`config.mk`:
```
export PLATFORM = sky130hd
export DESIGN_NAME = bsk_led_sched_flat
export DESIGN_NICKNAME = d
export VERILOG_FILES = /design/src/rtl/bsk_led_pkg.sv /design/src/rtl/bsk_led_sched_if.sv /design/src/rtl/bsk_led_refresh_timer.sv /design/src/rtl/bsk_led_sched.sv /design/src/flat_wrapper.sv
export SDC_FILE = /design/constraint.sdc
export NUM_CORES = 1
export LEC_CHECK = 0
export CELL_PAD_IN_SITES_DETAIL_PLACEMENT = 1
export CELL_PAD_IN_SITES_GLOBAL_PLACEMENT = 2
export CORE_MARGIN = 2
export CORE_UTILIZATION = 35
export CTS_BUF_LIST = sky130_fd_sc_hd__clkbuf_4 sky130_fd_sc_hd__clkbuf_8
export DETAILED_ROUTE_END_ITERATION = 16
export PLACE_DENSITY = 0.78
export SYNTH_ARGS = -nofsm -noshare
export SYNTH_HDL_FRONTEND = slang
export SYNTH_SLANG_ARGS = --single-unit
```
`constraint.sdc`:
```
create_clock -name clk -period 3.9 [get_ports clk]
set_input_delay 0.78 -clock clk [delete_from_list [all_inputs] [get_ports clk]]
set_output_delay 0.78 -clock clk [all_outputs]
set_load 0.005 [all_outputs]
```
`src/rtl/bsk_led_pkg.sv`:
```
// Shared types and default constants for the LED latch-bus scheduler.
package bsk_led_pkg;

    localparam int DEF_NUM_BUF     = 4;
    localparam int DEF_WIDTH       = 16;
    localparam int DEF_SETUP_CYC   = 1;
    localparam int DEF_LE_CYC      = 2;
    localparam int DEF_REFRESH_DIV = 1000;

    typedef enum logic [1:0] {
        ST_IDLE  = 2'd0,
        ST_SETUP = 2'd1,
        ST_LATCH = 2'd2,
        ST_HOLD  = 2'd3
    } sched_state_e;

    // Counter/index width that never collapses to zero bits.
    function automatic int clog2_min1(input int n);
        return (n > 1) ? $clog2(n) : 1;
    endfunction

endpackage

```
`src/rtl/bsk_led_sched_if.sv`:
```
// Command/LED-bus bundle between the indication source and the scheduler.
interface bsk_led_sched_if #(
    parameter int NUM_BUF = 4,
    parameter int WIDTH   = 16
);
    logic [NUM_BUF*WIDTH-1:0] iLedData;
    logic                     iTest;
    logic [WIDTH-1:0]         oLed;
    logic [NUM_BUF-1:0]       oLe;
    logic                     oBusy;
    logic                     oSweepDone;

    modport master (output iLedData, output iTest,
                    input oLed, input oLe, input oBusy, input oSweepDone);
    modport slave  (input iLedData, input iTest,
                    output oLed, output oLe, output oBusy, output oSweepDone);
endinterface

```
`src/rtl/bsk_led_refresh_timer.sv`:
```
// Free-running prescaler; wrap_o is high in the last cycle of each period.
module bsk_led_refresh_timer
    import bsk_led_pkg::*;
#(
    parameter int REFRESH_DIV = DEF_REFRESH_DIV
) (
    input  logic clk,
    input  logic iRst,
    output logic wrap_o
);
    localparam int CW = clog2_min1(REFRESH_DIV);

    logic [CW-1:0] cnt_q, cnt_d;

    // Next count and wrap detection.
    always_comb begin
        wrap_o = (cnt_q == CW'(REFRESH_DIV - 1));
        if (wrap_o) begin
            cnt_d = '0;
        end else begin
            cnt_d = cnt_q + CW'(1);
        end
    end

    // Count register.
    always_ff @(posedge clk) begin
        if (iRst) begin
            cnt_q <= '0;
        end else begin
            cnt_q <= cnt_d;
        end
    end
endmodule

```
`src/rtl/bsk_led_sched.sv`:
```
// Time-multiplexes NUM_BUF indication words onto one active-low LED bus,
// rewriting only buffers whose value changed or whose refresh is due.
module bsk_led_sched
    import bsk_led_pkg::*;
#(
    parameter int NUM_BUF     = DEF_NUM_BUF,
    parameter int WIDTH       = DEF_WIDTH,
    parameter int SETUP_CYC   = DEF_SETUP_CYC,
    parameter int LE_CYC      = DEF_LE_CYC,
    parameter int REFRESH_DIV = DEF_REFRESH_DIV
) (
    input  logic          clk,
    input  logic          iRst,
    bsk_led_sched_if.slave bus
);
    localparam int IW = clog2_min1(NUM_BUF);
    localparam int CW = clog2_min1((SETUP_CYC > LE_CYC) ? SETUP_CYC : LE_CYC);

    sched_state_e       state_q, state_d;
    logic [IW-1:0]      idx_q, idx_d;
    logic [CW-1:0]      cnt_q, cnt_d;
    logic [WIDTH-1:0]   led_q, led_d;
    logic [NUM_BUF-1:0] le_q, le_d;
    logic               busy_q, busy_d;
    logic               done_q, done_d;
    logic [WIDTH-1:0]   shadow_q [NUM_BUF];
    logic [NUM_BUF-1:0] forced_q, forced_d;

    logic [WIDTH-1:0]   eff_s [NUM_BUF];
    logic [NUM_BUF-1:0] dirty_s;
    logic               first_vld_s, next_vld_s;
    logic [IW-1:0]      first_idx_s, next_idx_s;
    logic               latch_ev_s;
    logic               wrap_s;

    bsk_led_refresh_timer #(.REFRESH_DIV(REFRESH_DIV)) u_timer (
        .clk    (clk),
        .iRst   (iRst),
        .wrap_o (wrap_s)
    );

    // Effective value and dirty flag per buffer.
    always_comb begin
        for (int k = 0; k < NUM_BUF; k++) begin
            eff_s[k]   = bus.iTest ? {WIDTH{1'b1}} : bus.iLedData[k*WIDTH +: WIDTH];
            dirty_s[k] = (eff_s[k] != shadow_q[k]) || forced_q[k];
        end
    end

    // Lowest dirty index overall, and lowest dirty index above the current one.
    always_comb begin
        first_vld_s = 1'b0;
        first_idx_s = '0;
        next_vld_s  = 1'b0;
        next_idx_s  = '0;
        for (int k = NUM_BUF - 1; k >= 0; k--) begin
            first_vld_s = first_vld_s | dirty_s[k];
            first_idx_s = dirty_s[k] ? IW'(k) : first_idx_s;
            next_vld_s  = next_vld_s | (dirty_s[k] && (k > int'(idx_q)));
            next_idx_s  = (dirty_s[k] && (k > int'(idx_q))) ? IW'(k) : next_idx_s;
        end
    end

    // Sweep sequencer: next state and next registered outputs.
    always_comb begin
        state_d    = state_q;
        idx_d      = idx_q;
        cnt_d      = cnt_q;
        led_d      = led_q;
        le_d       = '0;
        done_d     = 1'b0;
        latch_ev_s = 1'b0;
        case (state_q)
            ST_IDLE: begin
                if (first_vld_s) begin
                    state_d = ST_SETUP;
                    idx_d   = first_idx_s;
                    led_d   = ~eff_s[first_idx_s];
                    cnt_d   = '0;
                end else begin
                    led_d   = {WIDTH{1'b1}};
                end
            end
            ST_SETUP: begin
                if (cnt_q == CW'(SETUP_CYC - 1)) begin
                    state_d    = ST_LATCH;
                    cnt_d      = '0;
                    le_d       = NUM_BUF'(1'b1) << idx_q;
                    latch_ev_s = 1'b1;
                end else begin
                    cnt_d      = cnt_q + CW'(1);
                end
            end
            ST_LATCH: begin
                if (cnt_q == CW'(LE_CYC - 1)) begin
                    state_d = ST_HOLD;
                    cnt_d   = '0;
                end else begin
                    cnt_d   = cnt_q + CW'(1);
                    le_d    = le_q;
                end
            end
            ST_HOLD: begin
                if (next_vld_s) begin
                    state_d = ST_SETUP;
                    idx_d   = next_idx_s;
                    led_d   = ~eff_s[next_idx_s];
                    cnt_d   = '0;
                end else begin
                    state_d = ST_IDLE;
                    led_d   = {WIDTH{1'b1}};
                    done_d  = 1'b1;
                end
            end
            default: begin
                state_d = ST_IDLE;
                led_d   = {WIDTH{1'b1}};
            end
        endcase
        busy_d = (state_d != ST_IDLE);
    end

    // A refresh wrap wins over the clear so a coincident latch is redone.
    always_comb begin
        for (int k = 0; k < NUM_BUF; k++) begin
            forced_d[k] = wrap_s | (forced_q[k] & ~(latch_ev_s && (idx_q == IW'(k))));
        end
    end

    // Sequencer and output registers.
    always_ff @(posedge clk) begin
        if (iRst) begin
            state_q <= ST_IDLE;
            idx_q   <= '0;
            cnt_q   <= '0;
            led_q   <= {WIDTH{1'b1}};
            le_q    <= '0;
            busy_q  <= 1'b0;
            done_q  <= 1'b0;
        end else begin
            state_q <= state_d;
            idx_q   <= idx_d;
            cnt_q   <= cnt_d;
            led_q   <= led_d;
            le_q    <= le_d;
            busy_q  <= busy_d;
            done_q  <= done_d;
        end
    end

    // Shadow copies of latched values and pending-refresh flags.
    always_ff @(posedge clk) begin
        if (iRst) begin
            for (int k = 0; k < NUM_BUF; k++) begin
                shadow_q[k] <= '0;
            end
            forced_q <= '1;
        end else begin
            forced_q <= forced_d;
            if (latch_ev_s) begin
                shadow_q[idx_q] <= ~led_q;
            end
        end
    end

    assign bus.oLed       = led_q;
    assign bus.oLe        = le_q;
    assign bus.oBusy      = busy_q;
    assign bus.oSweepDone = done_q;
endmodule
```
`src/flat_wrapper.sv`:
```
// flat-port wrapper written by rule: the top's interface ports become plain ports
module bsk_led_sched_flat import bsk_led_pkg::*;
#(
    parameter int NUM_BUF     = DEF_NUM_BUF,
    parameter int WIDTH       = DEF_WIDTH,
    parameter int SETUP_CYC   = DEF_SETUP_CYC,
    parameter int LE_CYC      = DEF_LE_CYC,
    parameter int REFRESH_DIV = DEF_REFRESH_DIV
)
  (clk, iRst, bus_iLedData, bus_iTest, bus_oLed, bus_oLe, bus_oBusy, bus_oSweepDone);
  bsk_led_sched_if #(.NUM_BUF(NUM_BUF), .WIDTH(WIDTH)) bus_i ();
  input  logic clk;
  input  logic iRst;
  input wire logic [$bits(bus_i.iLedData)-1:0] bus_iLedData;
  input wire logic [$bits(bus_i.iTest)-1:0] bus_iTest;
  output wire logic [$bits(bus_i.oLed)-1:0] bus_oLed;
  output wire logic [$bits(bus_i.oLe)-1:0] bus_oLe;
  output wire logic [$bits(bus_i.oBusy)-1:0] bus_oBusy;
  output wire logic [$bits(bus_i.oSweepDone)-1:0] bus_oSweepDone;
  assign bus_i.iLedData = bus_iLedData;
  assign bus_i.iTest = bus_iTest;
  assign bus_oLed = bus_i.oLed;
  assign bus_oLe = bus_i.oLe;
  assign bus_oBusy = bus_i.oBusy;
  assign bus_oSweepDone = bus_i.oSweepDone;
  bsk_led_sched #(.NUM_BUF(NUM_BUF), .WIDTH(WIDTH), .SETUP_CYC(SETUP_CYC), .LE_CYC(LE_CYC), .REFRESH_DIV(REFRESH_DIV)) u_core (.clk(clk), .iRst(iRst), .bus(bus_i));
endmodule
```
## Word level (Yosys, flattened, before mapping)

Memories as Yosys holds them, arrays and structs flattened.
Index checks and enable logic that the tools add are counted.

- Logic and storage cells: 122
- Output and inout bits: 22
- Bits of input ports: 67
- Memories: 1
- RAM bits: 64
- Register bits after elaboration: 41

- Equality and inequality tests: 14
- Muxes and demuxes: 47
- $add $sub $neg: 2
- Bitwise logic cells: 23
- Reductions and logical operators: 20
- Magnitude comparators: 5
- Shift operators: 1

Memory list:

| memory | words | width | rd ports | clocked after memory_dff | write ports | line | RTL |
|---|---|---|---|---|---|---|---|
| u_core.shadow_q | 4 | 16 | 4 | 0 | 4 | bsk_led_sched.sv:26 | `logic [WIDTH-1:0] shadow_q [NUM_BUF];` |

Operator list:

| operator | count |
|---|---|
| 2-to-1 mux 16 bit | 11 |
| binary-select mux 16 bit (select 2 bit) | 2 |
| inequality test 16 bit | 4 |
| inverter 16 bit | 3 |
| one-hot mux 16 bit (2 select lines) | 1 |
| 2-to-1 mux 2 bit | 13 |
| OR reduction 16 bit | 1 |
| 2-to-1 mux 1 bit | 14 |
| adder 10 x 1 -> 10 bit (second input constant) | 1 |
| == test 10 bit (second input constant) | 1 |
| bitwise OR 1 bit | 9 |
| == test 2 bit (second input constant) | 4 |
| 2-to-1 mux 4 bit | 2 |
| one-hot mux 2 bit (4 select lines) | 1 |
| one-hot mux 4 bit (2 select lines) | 1 |
| logical AND 1 bit | 7 |
| greater-or-equal comparator 3 bit (second input constant) | 2 |
| inequality test 2 x 1 -> 1 bit (second input constant) | 3 |
| inverter 2 -> 3 bit | 2 |
| inverter 1 bit | 5 |
| bitwise AND 1 bit | 4 |
| == test 2 x 1 -> 1 bit (second input constant) | 2 |
| > comparator 2 bit (first input constant) | 2 |
| zero test 2 bit | 2 |
| 10 further kinds | 15 |

## Longest topological paths before layout

Gate-level depths: netlist (run 1).

- Word-level depth: 14
- Mapped depth: 14

## Cells and area by module

Synthesis (run 1) repeated with hierarchy kept, for this count alone.

- Cell total of the unflattened synthesis: 694
- Area total of the unflattened synthesis: 6525.0 um^2

Modules (own cells, without submodules):

| module | area an instance (um^2) | sequential area each (um^2) | instances | cells each |
|---|---|---|---|---|
| bsk_led_sched | 6034.5 | 2542.4 | 1 | 638 |
| bsk_led_refresh_timer | 490.5 | 200.2 | 1 | 56 |

## Least setup slack after synthesis (run 1)

Ideal clock, no wire load.

- Kind: input to register
- From: input bus_iLedData[19]
- To: register u_core.led_q[0] (netlist: u_core.bus.oLed[0])
- Stages on the path: 11
- Buffers on the path: 2
- Arrival: 2.831 ns
- Setup slack: 0.942 ns
- Library setup time: 0.128 ns
- Required time: 3.772 ns
- Path through: nand2b_1 -> o221ai_1 -> a2111o_1 -> a2111oi_4 -> and3_1 -> buf_4 -> o21ai_1 -> buf_2 -> and3_1 -> a211oi_1 -> o41ai_2

- Cells in the longest elaborated chain, start to end: 12
- Elaborated cells between the ends (all ways): 23

Ends and longest elaborated chain:

| item | line | RTL |
|---|---|---|
| start: declaration | flat_wrapper.sv:14 | `input wire logic [$bits(bus_i.iLedData)-1:0] bus_iLedData;` |
| 2-to-1 mux 16 bit (*) | bsk_led_sched.sv:45 | `eff_s[k] = bus.iTest ? {WIDTH{1'b1}} : bus.iLedData[k*WIDTH +: WIDTH];` |
| inequality test 16 bit (*) | bsk_led_sched.sv:46 | `dirty_s[k] = (eff_s[k] != shadow_q[k]) \|\| forced_q[k];` |
| logical OR 1 bit (*) | bsk_led_sched.sv:46 |  |
| 2-to-1 mux 2 bit / logical AND 1 bit (equally long branches) | bsk_led_sched.sv:58, bsk_led_sched.sv:59, bsk_led_sched.sv:60 |  |
| 2-to-1 mux 2 bit (on tied branches) | bsk_led_sched.sv:58, bsk_led_sched.sv:60 |  |
| inverter 2 -> 3 bit (on tied branches) | bsk_led_sched.sv:78, bsk_led_sched.sv:107 |  |
| binary-select mux 16 bit (select 2 bit) (on tied branches) | bsk_led_sched.sv:78, bsk_led_sched.sv:107 |  |
| 2-to-1 mux 16 bit (on tied branches) (2 in a row) | bsk_led_sched.sv:78, bsk_led_sched.sv:107 |  |
| inverter 16 bit (on tied branches) | bsk_led_sched.sv:78, bsk_led_sched.sv:107 |  |
| 2-to-1 mux 16 bit (on tied branches) | bsk_led_sched.sv:75, bsk_led_sched.sv:104 |  |
| one-hot mux 16 bit (2 select lines) (*) | bsk_led_sched.sv:73 | `case (state_q)` |
| end signal: assignment | bsk_led_sched.sv:136 | `led_q <= {WIDTH{1'b1}};` |
| end signal: assignment | bsk_led_sched.sv:144 | `led_q <= led_d;` |
| end: declaration | bsk_led_sched.sv:22 | `logic [WIDTH-1:0] led_q, led_d;` |

Every way passes the cells marked *; elsewhere a longest branch is shown, timed or not. The select of a mux whose other input is x is not followed.
A chain may end at the register's enable or synchronous reset.

## Worst setup path in the final report (run 1)

- From: input bus_iLedData[25]
- To: register u_core.led_q[10] (netlist: u_core.bus.oLed[10])

The elaborated chain is that of the path after synthesis.

==> flow_metrics.tcl, run 1 <==
set metrics [dict create \
    fin_skew_ns 0.0142 \
    worstPathCellList "clkdlybuf4s50_1 -> nor2b_1 -> a2111oi_0 -> o21ai_1 -> a2111oi_4 -> and3_1 -> buf_4 -> o211ai_2 -> nand2b_4 -> a211oi_1 -> o41ai_2" \
    design_area_sq_um 8120 \
    viasPerCell 6.14 \
    core-area_sq_um 18600 \
    drive_above_1_share_pct 11.9 \
    numCtsBuffers 9 \
    post_cts_buffers 0 \
    yosysSeqAreaShare_pct 41.8 \
    syn2layout_area_growth_pct 23.7 \
    synth_top_cell_area_share_pct 29.3 \
    synth_area_leaders "edfxtp_1 29%, dfxtp_1 13%, nor3_1 5.1%, a21oi_1 3.7%, nor2_1 3.0%" \
    rows 50 \
    whs_path_depth 1 \
    crit_path_end_kind "flop" \
    post-route-drc-count 0 \
    cts_root_buf "clkbuf_8" \
    track_usage_pct 28.6 \
    critPathRequiredTime_ns 4.19 \
    grt_max_degree 39 \
    clkPwrFrac_pct 28.1 \
    die_area_sq_um 19900 \
    pwr-share-comb_pct 20.0 \
    switchingPower_mw 0.815 \
    synth_top_area_cell "edfxtp_1" \
    fin_cells 1064 \
    routed-via-count 6531 \
    slew_viol_final 0 \
    dpl.cell_count 1048 \
    worstMarginPinSlew_ns 1.16 \
    cp.arrival_ns 3.93 \
    utilization_pct 43.7 \
    wl_um 28100 \
    grt_first_pass_wirelength_um 42200 \
    wl_per_cell_um 26.4 \
    cp-startpoint "bus_iLedData[25]" \
    pin_count 89 \
    ys_warn_count 0 \
    cellLeakagePower_nw 2.92 \
    min_period_ns 3.64 \
    initial_core_util_pct 35.3 \
    max-vdd-ir-drop_mv 0.156 \
    ant_nets 0 \
    grt.overflow.total 0 \
    cts_tree "yes" \
    critPathMaxFanout 12 \
    antenna_found_initial 0 \
    port_buffers 88 \
    synth-edff-count 64 \
    reg2reg_from "u_core.shadow_q[1][9]$_SDFFCE_PN0P_" \
    worst_slack_ns 0.259 \
    cts_hold_buf 0 \
    internal-power_mw 1.78 \
    synth_nets 790 \
    clk_latency_ns 0.40 \
    dp_slack_ns -0.0646 \
    clk_path_buf_depth 2 \
    critPathKind "in2reg" \
    gp_congestion 0.958 \
    die_w_um 141 \
    swShare_pct 31.5 \
    crit_path_max_incr_delay_ns 0.51 \
    dr.pass1.iters 5 \
    ys_async_sr_fraction_pct 0 \
    ys_types 75 \
    synth_area_per_cell_sq_um 9.15 \
    worstHoldPathType "reg2reg" \
    clock-sinks 105 \
    relSlewSlack_pct 22.0 \
    start_kind "primary input" \
    layout.nets 898 \
    drt_iter0_drc 508 \
    critical_path.slowest_cell "clkdlybuf4s50_1" \
    rsz0062_at_grt "false" \
    dpl-instance-area_sq_um 7920 \
    grt_pass1_vias 6711 \
    outcome "finished, final reports clean" \
    die_h_um 141 \
    finalSetupViolations 0 \
    synthCells 717 \
    hold_viol_final 0 \
    p_seq_share_pct 51.9 \
    max_freq_mhz 275 \
    synthFlopType "edfxtp_1" \
    max_cap_viol_count 0 \
    antennaDiodeCount 0 \
    finalCritPeriodShare_pct 93.4 \
    synth_area_sq_um 6560 \
    ys_seq_elements 105 \
    cts-htree-levels 3 \
    worstHoldStart "u_core.u_timer.cnt_q[0]$_SDFF_PP0_" \
    nFillCells 2132 \
    cts_resized 0 \
    dp_hpwl_um 21500 \
    power.density_nw_per_um2 319 \
    clk_transition_reported_paths_ns 0.11 \
    hold_ws_ns 0.483 \
    reg2reg_depth 10 \
]
## sequential cells by signal (all words and copies together), names as in the netlist
| name | cells |
|---|---|
| u_core.shadow_q | 64 |
| u_core.bus.oLed | 16 |
| u_core.u_timer.cnt_q | 10 |
| u_core.bus.oLe | 4 |
| u_core.forced_q | 4 |
| u_core.idx_q | 2 |
| u_core.state_q | 2 |
| u_core.bus.oBusy | 1 |
| u_core.bus.oSweepDone | 1 |
| u_core.cnt_q | 1 |
## routing by layer
| layer | wire length [um] | vias up | global-route usage (%) |
|---|---|---|---|
| li1 | - | 2970 | - |
| met2 | 12900 | 213 | 46.1 |
| met4 | 840 | 0 | 8.89 |
| met3 | 1720 | 40 | 4.69 |
| met5 | 0 | - | 0 |
| met1 | 12600 | 3308 | 39.6 |
## logic make-up (layout without fill, tap and decap cells)
| group | after synthesis | in the layout | synth area share [%] |
|---|---|---|---|
| compound gates | 232 | 232 | 25.9 |
| flops | 105 | 105 | 41.8 |
| buf+inv | 83 | 196 | 5.68 |
| xor+xnor | 26 | 26 | 3.47 |
| mux | 17 | 17 | 2.76 |
| simple gates | 248 | 248 | 19.3 |
| fa+ha+maj | 6 | 6 | 1.14 |
## synth_stat cells (all sizes together) (12+ instances only)
cell type  number
nor4           17
o21ai          36
o22ai          12
nor3           67
inv            37
a22oi          13
nor2           53
a21oi          50
edfxtp         64
nand2          36
nand3          21
a31oi          22
buf            18
o41ai          12
dfxtp          41
a211oi         13
xor2           20
clkbuf         26
## power by group through the flow
| stage | logic (mW) | registers (mW) | clock network, mW |
|---|---|---|---|
| 5_1_grt | 0.553 | 1.35 | 0.777 |
| 3_5_place_dp | 0.512 | 1.37 | 0 |
| 6_report | 0.518 | 1.34 | 0.727 |
| 4_1_cts | 0.516 | 1.34 | 0.741 |
| 2_1_floorplan | 0.237 | 1.32 | 0 |
| 3_3_place_gp | 0.500 | 1.36 | 0 |
## per-stage QoR
stage,total power [mW],setup TNS (ns)
finish,2.59,0
global route,2.68,0
CTS,2.60,0
global placement,1.86,-0.00726
detailed placement,1.88,-0.0917
floorplan,1.55,0
## area by class of cell
cell class | instances | area (sq um) | share of cell area [%]
clock buffer | 10 | 131 | 1.62
clock inverter | 6 | 65.1 | 0.801
inverter | 39 | 146 | 1.80
multi-input combinational | 529 | 3450 | 42.5
sequential | 105 | 2740 | 33.8
tap | 234 | 293 | 3.61
timing repair buffer | 141 | 1290 | 15.8
## critical path, delay by kind of cell
family                 cells  cell delay (ns)
and+or+nand+nor            3             0.77
buffers and inverters      2             0.70
AOI/OAI and AO/OA          6             1.67
## placed cells by master (no fill, tap or decap), drive strengths merged, types with 13 or more instances in the layout
master / count
dfxtp: 41
nor3: 67
xor2: 20
a211oi: 13
a31oi: 22
nor2: 53
edfxtp: 64
clkdlybuf4s50: 87
inv: 40
o21ai: 36
nand3: 21
buf: 54
nand2: 36
nor4: 17
a22oi: 13
a21oi: 50
## worst paths after layout
kind	slack, ns	endpoint
setup reg to reg	0.84	u_core.bus.oLed[10]$_SDFFE_PP1N_
hold / removal	0.48	u_core.u_timer.cnt_q[0]$_SDFF_PP0_
hold reg to reg	0.48	u_core.u_timer.cnt_q[0]$_SDFF_PP0_
setup / recovery	0.26	u_core.bus.oLed[10]$_SDFFE_PP1N_
(Power assumes the default switching activity.)
==> run 2: changes to the inputs <==
--- a/config.mk
+++ b/config.mk
@@ -8,10 +8,10 @@
 export CELL_PAD_IN_SITES_DETAIL_PLACEMENT = 1
 export CELL_PAD_IN_SITES_GLOBAL_PLACEMENT = 2
 export CORE_MARGIN = 2
-export CORE_UTILIZATION = 35
-export CTS_BUF_LIST = sky130_fd_sc_hd__clkbuf_4 sky130_fd_sc_hd__clkbuf_8
+export CORE_UTILIZATION = 34
 export DETAILED_ROUTE_END_ITERATION = 16
-export PLACE_DENSITY = 0.78
+export GPL_TIMING_DRIVEN = 0
+export PLACE_DENSITY = 0.76
 export SYNTH_ARGS = -nofsm -noshare
 export SYNTH_HDL_FRONTEND = slang
 export SYNTH_SLANG_ARGS = --single-unit
==> flow_metrics.tcl, run 2 (same netlist as run 1, synthesis figures left out) <==
set metrics [dict create \
    drive_above_1_share_pct 8.02 \
    worst_slack_ns 0.198 \
    start_kind "primary input" \
    core-area_sq_um 18800 \
    largest_reg_flops 64 \
    syn2layout_area_growth_pct 23.9 \
    clock-sinks 105 \
    use_met1_pct 39.0 \
    ant_nets 0 \
    finalSetupViolations 0 \
    dp_hpwl_um 23000 \
    layout.nets 891 \
    dr.pass1.iters 5 \
    final_cell_mix "87 x clkdlybuf4s50_1, 66 x nor3_1, 64 x edfxtp_1" \
    final_common_cell "clkdlybuf4s50_1" \
    use_met2_pct 48.8 \
    slew_viol_final 0 \
    cellLeakagePower_nw 2.85 \
    antennaDiodeCount 0 \
    outcome "finished, final reports clean" \
    drt_iter0_drc 499 \
    wl_per_cell_um 27.4 \
    die_area_sq_um 20400 \
    worstMarginPinSlew_ns 0.972 \
    cp.arrival_ns 3.94 \
    cts_root_buf "clkbuf_16" \
    clk_path_buf_depth 2 \
    reg2reg_from "u_core.shadow_q[3][12]$_DFFE_PP_" \
    finalCritPeriodShare_pct 94.9 \
    cts_tree "yes" \
    crit_path_end_kind "flop" \
    r2r_end "u_core.bus.oLed[0]$_SDFFE_PP1N_" \
    post_cts_buffers 0 \
    grt_max_degree 18 \
    finalSetupTns_ns 0 \
    pin_count 89 \
    critPathRequiredTime_ns 4.14 \
    worstHoldStart "u_core.u_timer.cnt_q[0]$_SDFF_PP0_" \
    dp_slack_ns -0.624 \
    antenna_found_initial 0 \
    rsz0062_at_grt "false" \
    max_freq_mhz 270 \
    r2r_slack_ns 0.73 \
    critPathKind "in2reg" \
    grt.overflow.total 0 \
    hold_viol_final 0 \
    wl_um 29700 \
    min_period_ns 3.70 \
    relSlewSlack_pct 34.6 \
    whs_path_depth 1 \
    die_w_um 143 \
    clk_latency_ns 0.36 \
    met3_usage_pct 4.69 \
    grt_first_pass_wirelength_um 43500 \
    rows 50 \
    power.density_nw_per_um2 351 \
    grt_pass1_vias 6811 \
    port_buffers 88 \
    initial_core_util_pct 34.9 \
    worstHoldPathType "reg2reg" \
    routed-via-count 6576 \
    reg2reg_depth 10 \
    max-vdd-ir-drop_mv 0.220 \
    cts-htree-levels 3 \
    critPathMaxFanout 10 \
    fin_skew_ns 0.0118 \
    post-route-drc-count 0 \
    die_h_um 143 \
    gp_congestion 0.997 \
    min_to "u_core.u_timer.cnt_q[0]$_SDFF_PP0_" \
    viasPerCell 6.07 \
    grt-busiest-layer "met2" \
    hold_ws_ns 0.464 \
    clk_transition_reported_paths_ns 0.07 \
    numCtsBuffers 9 \
    track_usage_pct 29.7 \
    max_cap_viol_count 0 \
    top_register "u_core.shadow_q" \
]
[run 2: layer usage]
metal / share of wire, % / up-vias / wire length (um)
met5: 0 / - / 0
met4: 3.4 / 0 / 1000
met3: 5.9 / 46 / 1750
met2: 47 / 232 / 13900
met1: 44 / 3336 / 13000
li1: - / 2962 / -
[run 2: worst max-delay path by stage]
stage,startpoint,endpoint,slack [ns],cells past startpoint
after floorplan,bus_iLedData[19],u_core.bus.oLed[0]$_SDFFE_PP1N_,0.94,11
after global placement,bus_iTest,u_core.bus.oLed[0]$_SDFFE_PP1N_,-0.53,10
after detailed placement,bus_iTest,u_core.bus.oLed[0]$_SDFFE_PP1N_,-0.62,12
after CTS,bus_iTest,u_core.bus.oLed[0]$_SDFFE_PP1N_,0.01,13
after global routing,bus_iLedData[60],u_core.bus.oLed[0]$_SDFFE_PP1N_,0.02,11
final,bus_iLedData[63],u_core.bus.oLed[0]$_SDFFE_PP1N_,0.20,11
[run 2: cell type report]
cell class,count,area (sq um)
fillers,2189,10700
multi-input cells,529,3470
flip-flops and latches,105,2740
repair buffers,90,902
well taps,260,325
plain buffers,44,234
clock buffers,11,233
inverters,39,146
clock inverters,5,81.3
[run 2: metrics by stage]
stage,cells,instance area (sq um),util [%],power [mW]
2_1_floorplan,717,6560,-,1.55
3_3_place_gp,1065,7770,41.3,1.85
3_5_place_dp,1067,7790,41.4,1.87
4_1_cts,1083,8120,43.1,2.85
5_1_grt,1083,8130,43.2,2.94
6_report,1083,8130,43.2,2.85
[run 2: where the power goes]
group	switching (mW)	internal, mW
sequential	0.117	1.24
clock	0.433	0.564
combinational	0.287	0.208
[run 2: worst max-delay path: stages]
cell and delay [ns]:
clkdlybuf4s50_1 0.51, inv_1 0.13, a2111oi_0 0.48, a41o_1 0.29, and3_1 0.31, and2_1 0.36
o21ai_1 0.19, buf_2 0.24, and3_1 0.21, a211oi_1 0.32, o41ai_2 0.09
[run 2: timing repair]
item	4_1_cts	5_1_grt
resized for setup	4	6
pin swaps	1	0
endpoints found under the setup margin	18	20
hold buffers	0	0
